===== src/rtl/pipeline_stall_ctrl_pkg.sv =====
// Shared definitions for the hazard/stall units of the 5-stage core:
// controller states, opcode constants, default widths and the RUN-cycle decision.
package pipeline_stall_ctrl_pkg;

    typedef enum logic [1:0] {
        ST_RUN      = 2'd0,
        ST_MEM_WAIT = 2'd1,
        ST_HALTED   = 2'd2,
        ST_ERROR    = 2'd3
    } ctrl_state_t;

    localparam int unsigned DEF_CNT_W   = 16;
    localparam int unsigned DEF_TIMEOUT = 64;
    localparam int unsigned DEF_TO_W    = 7;

    localparam logic [6:0] OP_RTYPE = 7'b0110011;
    localparam logic [6:0] OP_ITYPE = 7'b0010011;
    localparam logic [6:0] OP_LW    = 7'b0000011;
    localparam logic [6:0] OP_SW    = 7'b0100011;
    localparam logic [6:0] OP_BEQ   = 7'b1100011;
    localparam logic [6:0] OP_BNE   = 7'b1100111;
    localparam logic [6:0] OP_J     = 7'b1101111;
    localparam logic [6:0] OP_JAL   = 7'b1101011;
    localparam logic [6:0] OP_JR    = 7'b1110011;
    localparam logic [6:0] OP_HLT   = 7'b1111111;

    typedef struct packed {
        logic pc_write;
        logic if_id_write;
        logic if_id_flush;
        logic mux_sel;
        logic id_ex_write;
        logic ex_mem_write;
        logic mem_wb_write;
    } ctrl_t;

    localparam ctrl_t CTRL_RUN    = '{pc_write: 1'b1, if_id_write: 1'b1, if_id_flush: 1'b0,
                                      mux_sel: 1'b0, id_ex_write: 1'b1, ex_mem_write: 1'b1,
                                      mem_wb_write: 1'b1};
    localparam ctrl_t CTRL_FREEZE = '0;
    localparam ctrl_t CTRL_PARKED = '{pc_write: 1'b0, if_id_write: 1'b0, if_id_flush: 1'b0,
                                      mux_sel: 1'b1, id_ex_write: 1'b0, ex_mem_write: 1'b0,
                                      mem_wb_write: 1'b0};

    // Priority: halt > memory wait > load hazard > redirect; a stall masks the flush
    // because the branch operand is not yet resolved.
    function automatic ctrl_t run_eval(input logic hlt, input logic busy,
                                       input logic stall, input logic redirect);
        ctrl_t c;
        c = CTRL_RUN;
        if (hlt) begin
            c = CTRL_PARKED;
        end else if (busy) begin
            c = CTRL_FREEZE;
        end else if (stall) begin
            c.pc_write    = 1'b0;
            c.if_id_write = 1'b0;
            c.mux_sel     = 1'b1;
        end else if (redirect) begin
            c.if_id_flush = 1'b1;
        end
        return c;
    endfunction

endpackage


===== src/rtl/pipeline_stall_ctrl_sat_counter.sv =====
// Saturating up-counter used for the stall/flush performance counters.
module sat_counter #(
    parameter int unsigned W = 16
) (
    input  logic         clk,
    input  logic         rst,
    input  logic         inc,
    output logic [W-1:0] q
);

    always_ff @(posedge clk or posedge rst) begin
        if (rst) begin
            q <= '0;
        end else if (inc && (q != '1)) begin
            q <= q + W'(1);
        end
    end

endmodule


===== src/rtl/pipeline_stall_ctrl.sv =====
// Central stall/flush controller: combinational pipeline controls, a registered
// state machine with memory-wait watchdog, and saturating performance counters.
module pipeline_stall_ctrl
    import pipeline_stall_ctrl_pkg::*;
#(
    parameter int unsigned CNT_W   = DEF_CNT_W,
    parameter int unsigned TIMEOUT = DEF_TIMEOUT,
    parameter int unsigned TO_W    = DEF_TO_W
) (
    input  logic             clk,
    input  logic             rst,
    input  logic             hz_stall,
    input  logic             lu_stall,
    input  logic             branch_taken,
    input  logic             jump_taken,
    input  logic             mem_busy,
    input  logic             ex_hlt,
    output logic             PC_Write,
    output logic             if_id_Write,
    output logic             if_id_flush,
    output logic             id_ex_cntrl_mux_sel,
    output logic             id_ex_Write,
    output logic             ex_mem_Write,
    output logic             mem_wb_Write,
    output logic             halted,
    output logic             wdt_err,
    output logic [CNT_W-1:0] stall_cnt,
    output logic [CNT_W-1:0] flush_cnt
);

    localparam logic [TO_W:0] TO_LIMIT = (TO_W+1)'(TIMEOUT);

    ctrl_state_t   state;
    logic [TO_W-1:0] wait_cnt;
    logic [TO_W:0]   wait_nxt;
    ctrl_t         ctrl;
    logic          active;
    logic          stall_req;
    logic          redirect_req;

    assign stall_req    = hz_stall | lu_stall;
    assign redirect_req = branch_taken | jump_taken;
    assign active       = (state == ST_RUN) || (state == ST_MEM_WAIT);
    assign wait_nxt     = {1'b0, wait_cnt} + (TO_W+1)'(1);

    always_comb begin
        ctrl = CTRL_PARKED;
        case (state)
            ST_RUN:      ctrl = run_eval(ex_hlt, mem_busy, stall_req, redirect_req);
            ST_MEM_WAIT: ctrl = mem_busy ? CTRL_FREEZE
                                         : run_eval(ex_hlt, 1'b0, stall_req, redirect_req);
            default:     ctrl = CTRL_PARKED;
        endcase
    end

    assign PC_Write            = ctrl.pc_write;
    assign if_id_Write         = ctrl.if_id_write;
    assign if_id_flush         = ctrl.if_id_flush;
    assign id_ex_cntrl_mux_sel = ctrl.mux_sel;
    assign id_ex_Write         = ctrl.id_ex_write;
    assign ex_mem_Write        = ctrl.ex_mem_write;
    assign mem_wb_Write        = ctrl.mem_wb_write;

    // RUN and the release cycle of MEM_WAIT share one path; only a still-busy
    // memory in MEM_WAIT masks a halt request.
    always_ff @(posedge clk or posedge rst) begin
        if (rst) begin
            state    <= ST_RUN;
            wait_cnt <= '0;
            halted   <= 1'b0;
            wdt_err  <= 1'b0;
        end else begin
            case (state)
                ST_RUN, ST_MEM_WAIT: begin
                    if ((state == ST_MEM_WAIT) && mem_busy) begin
                        wait_cnt <= wait_nxt[TO_W-1:0];
                        if (wait_nxt >= TO_LIMIT) begin
                            state   <= ST_ERROR;
                            wdt_err <= 1'b1;
                        end
                    end else if (ex_hlt) begin
                        state    <= ST_HALTED;
                        halted   <= 1'b1;
                        wait_cnt <= '0;
                    end else if (mem_busy) begin
                        state    <= ST_MEM_WAIT;
                        wait_cnt <= TO_W'(1);
                    end else begin
                        state    <= ST_RUN;
                        wait_cnt <= '0;
                    end
                end
                default: begin
                    state <= state;
                end
            endcase
        end
    end

    sat_counter #(.W(CNT_W)) u_stall_cnt (
        .clk (clk),
        .rst (rst),
        .inc (active && !ctrl.pc_write),
        .q   (stall_cnt)
    );

    sat_counter #(.W(CNT_W)) u_flush_cnt (
        .clk (clk),
        .rst (rst),
        .inc (active && ctrl.if_id_flush),
        .q   (flush_cnt)
    );

endmodule

===== config.mk =====
export PLATFORM = sky130hd
export DESIGN_NAME = pipeline_stall_ctrl
export DESIGN_NICKNAME = d
export VERILOG_FILES = /design/src/rtl/pipeline_stall_ctrl_pkg.sv /design/src/rtl/pipeline_stall_ctrl_sat_counter.sv /design/src/rtl/pipeline_stall_ctrl.sv
export SDC_FILE = /design/constraint.sdc
export NUM_CORES = 1
export LEC_CHECK = 0
export BUFFER_PORTS_ARGS = -buffer_cell sky130_fd_sc_hd__buf_4
export CAP_MARGIN = 40
export CORE_MARGIN = 4
export CORE_UTILIZATION = 50
export CTS_CLUSTER_DIAMETER = 80
export DETAILED_ROUTE_END_ITERATION = 6
export PLACE_DENSITY = 0.74
export SYNTH_ARGS = -nofsm -noshare
export SYNTH_HDL_FRONTEND = slang
export SYNTH_SLANG_ARGS = --single-unit

===== constraint.sdc =====
create_clock -name clk -period 4.6 [get_ports clk]
set_input_delay 0.92 -clock clk [delete_from_list [all_inputs] [get_ports clk]]
set_output_delay 0.92 -clock clk [all_outputs]
set_load 0.1 [all_outputs]

==> results.cfg <==
[logic_synthesis]
synth_compound_area_share_pct = 5.54
synth_area_um2 = 2210
synth_top_family_by_area = simple AND/OR/NAND/NOR gates
mappedNetlistNets = 221
async_flop_share_pct = 100
synth-edff-count = 0
yosysWarnings = 0
syn_avg_cell_area_um2 = 10.5
synthesis.instances = 210
yosys.area_share.simple_pct = 27.7
synth.distinct_cells = 41
ys_seq_area_share_pct = 48.6
ys_seq_elements = 43
synth_xor_area_share_pct = 12.3
synth_adder_area_share_pct = 1.69
synth_mux_area_share_pct = 1.47
synth-main-ff-cell = dfrtp_1

[timing]
finalMaxSlewViolations = 0
max_clock_freq_mhz = 304
finalHoldViolations = 0
rsz0062_at_grt = false
tns_ps = 0
period_share_pct = 71.4
slew_headroom_pct = 53.3
tightest_slew_ps = 695
whs_ps = 491
fin_crit_ps = 3290
skew_ps = 8.91
setup_viol = 0

[cts]
cts_buffers = 5
cts.reportedPaths.clkPinSlew_ps = 70
post_cts_buffers = 0
root_buffer = clkbuf_8
clock_sinks = 43
clockBufferDepth = 2
cts_resized = 0
insertion_delay_ps = 300
tritoncts = built
hold_buffers = 0
cts_max_level = 2

[floorplanning]
row_count = 23
dieHeight_um = 74.6
ios = 49
dieArea_um2 = 5560
die_x_um = 74.6
floorplan.initialDensity_pct = 53.4
core_region_area_um2 = 4140

[worst_setup_path]
required_ps = 3680
path_cells = buf_4 > or3_4 > or3_1 > inv_1 > buf_4
timing.rr.end = u_flush_cnt.q[1]
cp_slowest_cell = or3_1
r2r-start = state[1]
cp_max_fo = 7
crit_top_cell = buf_4
critPathBufInv = 3
r2r_cells = 4
crit_family = simple AND/OR/NAND/NOR gates
worst_path_largest_cell_delay_ps = 510
startpoint_type = primary input
crit_type = primary input to output pin
cp.arrival_ps = 2370
cp-end-kind = output pin
reg2reg_slack_ps = 2510

[job]
maxCapViolations = 0

[route]
firstDrtPassIters = 4
drc = 0
avgViaCountPerCell = 5.63
drt_wl_total_um = 4570
post_drt_wl_per_cell_um = 14.8
vias = 1734
postRouteAntennaNets = 0
initialDrtViolationCount = 96

[global_route]
grt_max_degree = 44
grt_use_total_pct = 17.3
use_met1_pct = 22.0
busiest_layer = met2
antenna_found_initial = 0
grt_pass1_wl_um = 7490
met3_usage_pct = 4.05
overflow = 0
grt_pass1_vias = 1617
grt_use_met2_pct = 28.6

[power_and_ir_drop]
p_per_area_nw_per_um2 = 303
total_leakage_power_nw = 1.26
peakVddDrop_uv = 269

[worst_hold_path]
min_delay_worst_endpoint = halted
hold_path.class = flop to flop
hold_path.startpoint = halted
worstHoldPathCells = 1

[place]
gp_congestion = 0.778
io_buffers = 48
hpwl_um = 3330
placed_area_um2 = 2600

[status]
status = completed

[final_layout]
diodes = 0
utilization_pct = 65.3
fin_nets = 269
final_area_um2 = 2710
syn_to_final_growth_pct = 22.1
drive_gt1_share_pct = 27.1
fillers = 365
## cells in the final DEF, fill, tap and decap left out, types with 3 or more instances in the layout
master and count:
and3_1 4, and4_1 3, buf_4 49, clkbuf_8 5, dfrtp_1 43, ha_1 3, inv_1 5, nand2_1 13
nand3_1 14, nand4_1 11, nor2_1 11, nor2b_1 4, nor3_1 11, nor3b_1 3, nor4_1 3, nor4_2 8
o21ai_0 7, or2_2 3, xnor2_1 10, xor2_1 21
## stage by stage
stage                     power (mW)  std cells  setup slack [ps]
final                          0.820        308              1310
after global routing           0.850        308              1280
after CTS                      0.829        308              1310
after detailed placement       0.546        301              1310
after global placement         0.544        301              1320
after floorplan                0.511        210               566
## kinds of logic after synthesis
group	Yosys count
multiplexers	3
adder cells (fa/ha/maj)	3
AO/OA/AOI/OAI	19
buffers and inverters	13
flip-flops	43
XOR/XNOR	31
AND/OR/NAND/NOR	98
## flip-flops by register name, indices dropped and copies added, names as in the netlist
register and count:
wait_cnt 7, wdt_err 1, u_flush_cnt.q 16, u_stall_cnt.q 16
halted 1, state 2
## layout make-up
| type | instances | area (um2) | share of cell area (%) |
|---|---|---|---|
| clock inverters | 1 | 30.0 | 1.11 |
| flip-flops and latches | 43 | 1080 | 39.8 |
| repair buffers | 49 | 368 | 13.6 |
| inverters | 5 | 18.8 | 0.694 |
| multi-input cells | 154 | 1080 | 39.8 |
| clock buffers | 6 | 72.6 | 2.68 |
| well taps | 50 | 62.6 | 2.31 |
## Yosys cell counts, types with 2 or more instances
library cell,number,share of area [%]
dfrtp_1,43,49
xor2_1,21,8.3
nand3_1,14,3.2
nand2_1,13,2.2
nand4_1,11,3.1
nor2_1,11,1.9
nor3_1,11,2.5
xnor2_1,10,4.0
nor4_2,8,4.5
o21ai_0,7,1.6
inv_1,5,0.85
and3_1,4,1.1
clkbuf_1,4,0.68
nor2b_1,4,1.1
and4_1,3,1.2
buf_4,3,1.0
ha_1,3,1.7
nor3b_1,3,1.0
nor4_1,3,0.85
or2_2,3,0.85
a21oi_1,2,0.45
a31oi_1,2,0.56
a32o_1,2,0.90
o21bai_1,2,0.68
o31ai_1,2,0.68
## metal layers
layer,wire length (um),share of wire [%]
met1,2010,44
met2,2240,49
met3,226,4.9
met4,85,1.9
met5,0,0
## how the worst max path moves through the flow
stage           start           to  slack, ps  depth (start not counted)
6_report       ex_hlt  if_id_flush       1310                          5
3_3_place_gp   ex_hlt  if_id_flush       1320                          5
5_1_grt        ex_hlt  if_id_flush       1280                          5
3_5_place_dp   ex_hlt  if_id_flush       1310                          5
4_1_cts        ex_hlt  if_id_flush       1310                          5
2_1_floorplan  ex_hlt  if_id_Write        570                          3
## report_power, final
group	switching, mW	total, mW	internal (mW)
registers	0.0191	0.411	0.392
logic	0.0956	0.126	0.0308
clock network	0.124	0.283	0.159
total	0.239	0.820	0.582
(Power assumes the default switching activity.)
